$ cat config.mk
export PLATFORM = sky130hd
export DESIGN_NAME = i2s_sample_buffer
export DESIGN_NICKNAME = d
export VERILOG_FILES = /design/src/rtl/i2s_sample_buffer_pkg.sv /design/src/rtl/i2s_sample_buffer_fifo.sv /design/src/rtl/i2s_sample_buffer.sv
export SDC_FILE = /design/constraint.sdc
export NUM_CORES = 1
export LEC_CHECK = 0
export CAP_MARGIN = 5
export CORE_MARGIN = 5
export CORE_UTILIZATION = 60
export DETAILED_ROUTE_END_ITERATION = 8
export PLACE_DENSITY = 0.85
export SLEW_MARGIN = 20
export SYNTH_ARGS = -nofsm -noshare
export SYNTH_HDL_FRONTEND = slang
export SYNTH_SLANG_ARGS = --single-unit
export TNS_END_PERCENT = 5
$ cat constraint.sdc
create_clock -name clk -period 5.8 [get_ports clk]
set_input_delay 0.58 -clock clk [delete_from_list [all_inputs] [get_ports clk]]
set_output_delay 0.58 -clock clk [all_outputs]
set_load 0.05 [all_outputs]
$ cat src/rtl/i2s_sample_buffer_pkg.sv
// Shared definitions for the I2S sample buffer: register map, bit positions, FSM states.
package i2s_pkg;

   localparam logic [2:0] ADDR_CTRL    = 3'd0;
   localparam logic [2:0] ADDR_STATUS  = 3'd1;
   localparam logic [2:0] ADDR_CLK_DIV = 3'd2;
   localparam logic [2:0] ADDR_LEFT    = 3'd3;
   localparam logic [2:0] ADDR_RIGHT   = 3'd4;

   localparam int CTRL_EN    = 0;
   localparam int CTRL_FLUSH = 1;
   localparam int CTRL_IE    = 2;

   localparam int STAT_EMPTY     = 0;
   localparam int STAT_FULL      = 1;
   localparam int STAT_UNDERRUN  = 2;
   localparam int STAT_OVERFLOW  = 3;
   localparam int STAT_LEVEL_LSB = 8;

   typedef enum logic [1:0] {
      S_IDLE  = 2'd0,
      S_PRIME = 2'd1,
      S_RUN   = 2'd2
   } state_e;

endpackage

$ cat src/rtl/i2s_sample_buffer_fifo.sv
// Synchronous stereo-frame FIFO; push on full and pop on empty are ignored, flush empties it.
module sample_fifo #(
   parameter int W          = 32,
   parameter int DEPTH_LOG2 = 4
) (
   input  logic                clk,
   input  logic                reset_n,
   input  logic                flush,
   input  logic                push,
   input  logic [W-1:0]        din,
   input  logic                pop,
   output logic [W-1:0]        dout,
   output logic                full,
   output logic                empty,
   output logic [DEPTH_LOG2:0] level
);

   localparam int DEPTH = 1 << DEPTH_LOG2;

   logic [W-1:0]            mem_q [DEPTH];
   logic [DEPTH_LOG2-1:0]   wr_ptr_q, wr_ptr_d;
   logic [DEPTH_LOG2-1:0]   rd_ptr_q, rd_ptr_d;
   logic [DEPTH_LOG2:0]     level_q, level_d;
   logic                    do_push, do_pop;

   assign full  = (level_q == (DEPTH_LOG2+1)'(DEPTH));
   assign empty = (level_q == '0);
   assign level = level_q;
   assign dout  = mem_q[rd_ptr_q];

   always_comb begin
      do_push  = push & ~full & ~flush;
      do_pop   = pop & ~empty & ~flush;
      wr_ptr_d = wr_ptr_q;
      rd_ptr_d = rd_ptr_q;
      level_d  = level_q;
      if (flush) begin
         wr_ptr_d = '0;
         rd_ptr_d = '0;
         level_d  = '0;
      end else begin
         // Pointer widths make the wrap modulo depth implicit.
         if (do_push) wr_ptr_d = wr_ptr_q + 1'b1;
         if (do_pop)  rd_ptr_d = rd_ptr_q + 1'b1;
         level_d = level_q + {{DEPTH_LOG2{1'b0}}, do_push} - {{DEPTH_LOG2{1'b0}}, do_pop};
      end
   end

   always_ff @(posedge clk or negedge reset_n) begin
      if (!reset_n) begin
         wr_ptr_q <= '0;
         rd_ptr_q <= '0;
         level_q  <= '0;
      end else begin
         wr_ptr_q <= wr_ptr_d;
         rd_ptr_q <= rd_ptr_d;
         level_q  <= level_d;
      end
   end

   always_ff @(posedge clk) begin
      if (do_push) mem_q[wr_ptr_q] <= din;
   end

endmodule

$ cat src/rtl/i2s_sample_buffer.sv
// Avalon-MM front end for the I2S serializer: register file, frame FIFO, prefill FSM
// and an output register handing stereo frames to the core via valid/ready.
module i2s_sample_buffer
   import i2s_pkg::*;
#(
   parameter int DW         = 16,
   parameter int DEPTH_LOG2 = 4,
   parameter int PREFILL    = 4,
   parameter int DIV_W      = 8
) (
   input  logic             clk,
   input  logic             reset_n,
   input  logic [2:0]       avs_address,
   input  logic             avs_write,
   input  logic [31:0]      avs_writedata,
   input  logic             avs_read,
   output logic [31:0]      avs_readdata,
   output logic             irq,
   output logic [DIV_W-1:0] clk_div,
   output logic [DW-1:0]    smp_left,
   output logic [DW-1:0]    smp_right,
   output logic             smp_valid,
   input  logic             smp_ready
);

   localparam int             LW         = DEPTH_LOG2 + 1;
   localparam logic [LW-1:0]  PREFILL_LV = LW'(PREFILL);

   logic              en_q, en_d, ie_q, ie_d;
   logic [DIV_W-1:0]  clk_div_q, clk_div_d;
   logic [DW-1:0]     left_q, left_d;
   logic              und_q, und_d, ovf_q, ovf_d;
   logic [31:0]       rdata_q, rdata_d;
   state_e            state_q, state_d;
   logic              ovld_q, ovld_d;
   logic [2*DW-1:0]   odata_q, odata_d;

   logic              wr_ctrl, wr_status, flush, push_req, pop, und_set;
   logic [2*DW-1:0]   fifo_dout;
   logic              fifo_full, fifo_empty;
   logic [LW-1:0]     fifo_level;
   logic [31:0]       status;

   assign wr_ctrl   = avs_write && (avs_address == ADDR_CTRL);
   assign wr_status = avs_write && (avs_address == ADDR_STATUS);
   assign push_req  = avs_write && (avs_address == ADDR_RIGHT);
   assign flush     = wr_ctrl && avs_writedata[CTRL_FLUSH];

   sample_fifo #(.W(2*DW), .DEPTH_LOG2(DEPTH_LOG2)) u_fifo (
      .clk     (clk),
      .reset_n (reset_n),
      .flush   (flush),
      .push    (push_req),
      .din     ({left_q, avs_writedata[DW-1:0]}),
      .pop     (pop),
      .dout    (fifo_dout),
      .full    (fifo_full),
      .empty   (fifo_empty),
      .level   (fifo_level)
   );

   always_comb begin
      status                        = '0;
      status[STAT_EMPTY]            = fifo_empty;
      status[STAT_FULL]             = fifo_full;
      status[STAT_UNDERRUN]         = und_q;
      status[STAT_OVERFLOW]         = ovf_q;
      status[STAT_LEVEL_LSB +: 8]   = 8'(fifo_level);
   end

   // Register file and read mux.
   always_comb begin
      en_d      = en_q;
      ie_d      = ie_q;
      clk_div_d = clk_div_q;
      left_d    = left_q;
      rdata_d   = rdata_q;
      if (wr_ctrl) begin
         en_d = avs_writedata[CTRL_EN];
         ie_d = avs_writedata[CTRL_IE];
      end
      if (avs_write && avs_address == ADDR_CLK_DIV) clk_div_d = avs_writedata[DIV_W-1:0];
      if (avs_write && avs_address == ADDR_LEFT)    left_d    = avs_writedata[DW-1:0];
      if (avs_read) begin
         case (avs_address)
            ADDR_CTRL:    rdata_d = {29'd0, ie_q, 1'b0, en_q};
            ADDR_STATUS:  rdata_d = status;
            ADDR_CLK_DIV: rdata_d = 32'(clk_div_q);
            default:      rdata_d = '0;
         endcase
      end
   end

   // Streaming FSM and output register; the EN/FLUSH overrides come last so they win.
   always_comb begin
      state_d = state_q;
      ovld_d  = ovld_q;
      odata_d = odata_q;
      pop     = 1'b0;
      und_set = 1'b0;
      case (state_q)
         S_IDLE: begin
            ovld_d = 1'b0;
            if (en_d) state_d = S_PRIME;
         end
         S_PRIME: begin
            if (fifo_level >= PREFILL_LV || fifo_full) begin
               state_d = S_RUN;
               if (!fifo_empty) begin
                  pop     = 1'b1;
                  ovld_d  = 1'b1;
                  odata_d = fifo_dout;
               end
            end
         end
         S_RUN: begin
            if (smp_ready && !ovld_q) und_set = 1'b1;
            if (!ovld_q || smp_ready) begin
               if (!fifo_empty) begin
                  pop     = 1'b1;
                  ovld_d  = 1'b1;
                  odata_d = fifo_dout;
               end else begin
                  ovld_d = 1'b0;
               end
            end
         end
         default: state_d = S_IDLE;
      endcase
      if (!en_d) begin
         state_d = S_IDLE;
         ovld_d  = 1'b0;
         pop     = 1'b0;
      end
      if (flush) begin
         state_d = en_d ? S_PRIME : S_IDLE;
         ovld_d  = 1'b0;
         pop     = 1'b0;
      end
   end

   // Sticky flags: a new event in the same cycle as its W1C keeps the flag set.
   always_comb begin
      und_d = (und_q & ~(wr_status & avs_writedata[STAT_UNDERRUN])) | und_set;
      ovf_d = (ovf_q & ~(wr_status & avs_writedata[STAT_OVERFLOW])) | (push_req & fifo_full);
   end

   always_ff @(posedge clk or negedge reset_n) begin
      if (!reset_n) begin
         en_q      <= 1'b0;
         ie_q      <= 1'b0;
         clk_div_q <= '0;
         left_q    <= '0;
         und_q     <= 1'b0;
         ovf_q     <= 1'b0;
         rdata_q   <= '0;
         state_q   <= S_IDLE;
         ovld_q    <= 1'b0;
         odata_q   <= '0;
      end else begin
         en_q      <= en_d;
         ie_q      <= ie_d;
         clk_div_q <= clk_div_d;
         left_q    <= left_d;
         und_q     <= und_d;
         ovf_q     <= ovf_d;
         rdata_q   <= rdata_d;
         state_q   <= state_d;
         ovld_q    <= ovld_d;
         odata_q   <= odata_d;
      end
   end

   assign avs_readdata = rdata_q;
   assign irq          = ie_q & (und_q | ovf_q);
   assign clk_div      = clk_div_q;
   assign smp_valid    = ovld_q;
   assign smp_left     = odata_q[2*DW-1:DW];
   assign smp_right    = odata_q[DW-1:0];

endmodule

==> summary.txt <==
Status
  • Status: completed

Logic synthesis
  • Post-synth EDFFs: approximately 510
  • Yosys warns: 0
  • Synth area leaders: edfxtp_1 (66%), mux4_2 (12%), dfrtp_1 (9.5%), mux2i_1 (2.9%), mux2_2 (1.3%)
  • Synthesized flop and latch total: 601
  • Synthesized area: 23,400 um2
  • Main synth FF type: edfxtp_1
  • Post-synth top area cell: edfxtp_1
  • Number of distinct library cells after synthesis: 55
  • Sequential area share after synthesis: 75.1%
  • Top-count cell post-synth: edfxtp_1
  • Mapped Cells: approximately 1.1k
  • Post-synth top area share: 65.6%
  • Synth top cells by count: edfxtp_1 (512), mux4_2 (128), dfrtp_1 (89)
  • Avg Cell Area, Syn: around 21 um2
  • Asr flop ratio synth: 14.8%

Detailed routing
  • 1st-pass router iterations: 5
  • Avg Vias per Cell: approximately 6.7
  • WL final: 54.5 mm
  • DR WL/cell: 30.2 um
  • DRT iter0 DRCs: 1,443
  • Drt drc: 0
  • ANT nets after route: 0
  • Total number of vias: 12.2k

Die
  • Num rows: approximately 70
  • Top-Level Pins: 114
  • Area of the die: 43,100 um2
  • Core Area: 38,600 um2
  • Die width: 208 um
  • Starting Density: 60.6%
  • Vert. Die Dim: 208 um

Final layout
  • Ant diodes: 0
  • Nets: about 1.3k
  • Share of cells above drive strength 1: 22.3%
  • Post-layout util: 69.1%
  • Layout area overhead: 13.9%

Worst setup path
  • CP max stage cell: nor4b_1
  • Crit path launch: avs_address[0]
  • Worst path bufs/invs: 4
  • Setup CP Type: input port to flop
  • Crit-path cells: clkdlybuf4s50_1, nor4b_1, mux2_2, nand3_1, inv_1, ha_1, inv_1, ha_1, inv_1, fa_1, nand2b_1, a21oi_1, or3_1, a21oi_1
  • Reg2reg setup slack: 2530 ps
  • CP Data Arrival Time: 4150 ps
  • Slowest stage delay, CP: approximately 800 ps
  • Critical path's most frequent cell: inv_1
  • Worst r2r src: u_fifo.level[2]$_DFF_PN0_
  • Startpoint types: input port
  • Critical path endpoint category: flop
  • Critical path data required time: 6250 ps
  • Cell family with most CP delay: simple AND/OR/NAND/NOR gates
  • Crit path max fanout: 12

Global routing
  • Largest net degree at the start of global routing: 73
  • Gr ovfl total: 0
  • Initial antenna violation count: 0
  • First-pass GRT wire length: 82.1 mm
  • Global Route Usage Sum: 25.3%
  • Vias in the first global route: 12.9k

Power
  • Sequential Power Share: 43.5%
  • Switching Fraction: 31.0%
  • P_leak: around 9 nW
  • Int Pwr: a little under 9 mW
  • P_sw: 3.89 mW
  • Max VDD drop: ~0.00037 V
  • Clock group share of total power: a little under a third
  • Total power: approximately 13 mW
  • Comb power frac: a little over a quarter
  • P per Cell Area: 469 nW/um2

CTS
  • CTS Buffer Depth: 3
  • CTS clk-pin slew, worst paths: roughly 60 ps
  • CTS buffer count: 56
  • H-tree Lvls: 2
  • TritonCTS clock tree: built
  • CTS sink cnt: between 600 and 700
  • Clk Latency, worst-skew pair: ~600 ps
  • Root buffer cell: clkbuf_16

Placement
  • HPWL after DPL: 26.5 mm
  • GPL Wtd Cong: 0.765
  • I/O Buffers: 78

Flow run
  • Maxcap violations: 0

STA
  • Fin. Hold Viols: 0
  • Slew Viols, Final: 0
  • Unrepaired setup endpoints after global routing: no
  • Final setup fails: 0
  • Max Fclk: 270 MHz
  • Final worst path period share: 63.8%
  • Rel. slew slack: roughly 25%
  • Setup TNS: 0 ps
  • Slew @ Worst Pin: 1120 ps
  • Min cycle time layout: 3700 ps
  • Clock Skew: 19.7 ps

Hold path
  • HP Class: input port to async pin
[stage by stage]
stage               instance area [um2]  cells  hold WS, ps  setup slack [ps]
floorplan                         23500   1161          284               740
CTS                               26700   1804          507              2130
global placement                  24800   1699          481              1580
detailed placement                24800   1699          500              1520
finish                            26700   1806          497              2100
global route                      26700   1806          537              1860
[worst register-to-register path, cell delays in order (launching register included)]
cell       delay (ps)
dfrtp_1           400
inv_1              90
ha_1              220
nand4bb_1         200
nand2_1           280
inv_1             210
nand3_1           350
nor2_4            790
buf_4             400
[final timing paths]
path / end / cells after the start
worst max register to register: u_fifo.mem_q[14][26]$_DFFE_PP_ / 8
worst max-delay path: u_fifo.level[4]$_DFF_PN0_ / 14
worst min-delay path: avs_readdata[7]$_DFFE_PN0P_ / 2
min in group clk: avs_readdata[11]$_DFFE_PN0P_ / 2
worst min register to register: avs_readdata[11]$_DFFE_PN0P_ / 2
max in group asynchronous: u_fifo.rd_ptr_q[3]$_DFFE_PN0P_ / 3
[flip-flops by register name (all words and copies together), names as in the netlist, 2 cells and up]
register / count
u_fifo.level: 5
u_fifo.wr_ptr_q: 4
odata_q: 32
avs_readdata: 13
u_fifo.mem_q: 512
state_q: 2
u_fifo.rd_ptr_q: 4
left_q: 16
clk_div: 8
[logic make-up after synthesis]
family,after synthesis,share of synthesized area [%]
AO/OA/AOI/OAI,97,2.81
XOR/XNOR,4,0.149
adder cells (fa/ha/maj),16,0.886
buffers and inverters,114,2.33
flip-flops,601,75.1
multiplexers,225,16.6
other,1,0.0160
AND/OR/NAND/NOR,85,2.12
[area by class of cell]
class	count	area, um2
Clock buffer	75	1600
Clock inverter	29	297
Fill cell	2194	11900
Inverter	35	133
Multi-Input combinational cell	446	5430
Sequential cell	601	17600
Tap cell	518	648
Timing Repair Buffer	102	997
[placed cells by master (no fill, tap or decap), types with 5 or more instances in the layout]
master / instances
edfxtp_1: 512
mux4_2: 128
dfrtp_1: 87
clkdlybuf4s50_1: 77
mux2i_1: 69
clkbuf_16: 58
o21ai_0: 40
inv_1: 34
o221ai_1: 32
mux2_2: 28
buf_4: 21
conb_1: 19
nand2_1: 17
ha_1: 15
clkinv_2: 11
clkinv_1: 11
nor2_1: 9
clkbuf_1: 9
o22ai_1: 8
clkbuf_8: 8
and2_2: 6
bufinv_16: 6
nand4_1: 5
nand3_1: 5
[routing by layer]
layer,share of wire (%),global-route usage (%),routed length [um],vias up
li1,-,-,-,4812
met1,36,33.9,19500,6303
met2,50,41.4,27400,892
met3,9.9,5.50,5420,166
met4,4.0,10.2,2170,0
met5,0,0,0,-
[power groups by stage]
stage                     logic (mW)  registers [mW]  clock network, mW
after floorplan                 2.03            5.75                  0
after global placement          3.12            5.50                  0
after detailed placement        3.22            5.53                  0
after CTS                       3.32            5.45               3.79
after global routing            3.51            5.49               3.99
final                           3.32            5.45               3.76
[repair_timing]
action / in CTS / in global routing
gates resized for setup: 0 / 0
endpoints found under the setup margin: 0 / 0
hold endpoints to repair: 36 / 0
buffers inserted: 0 / 0
hold buffers: 1 / 0
(Power assumes the default switching activity.)
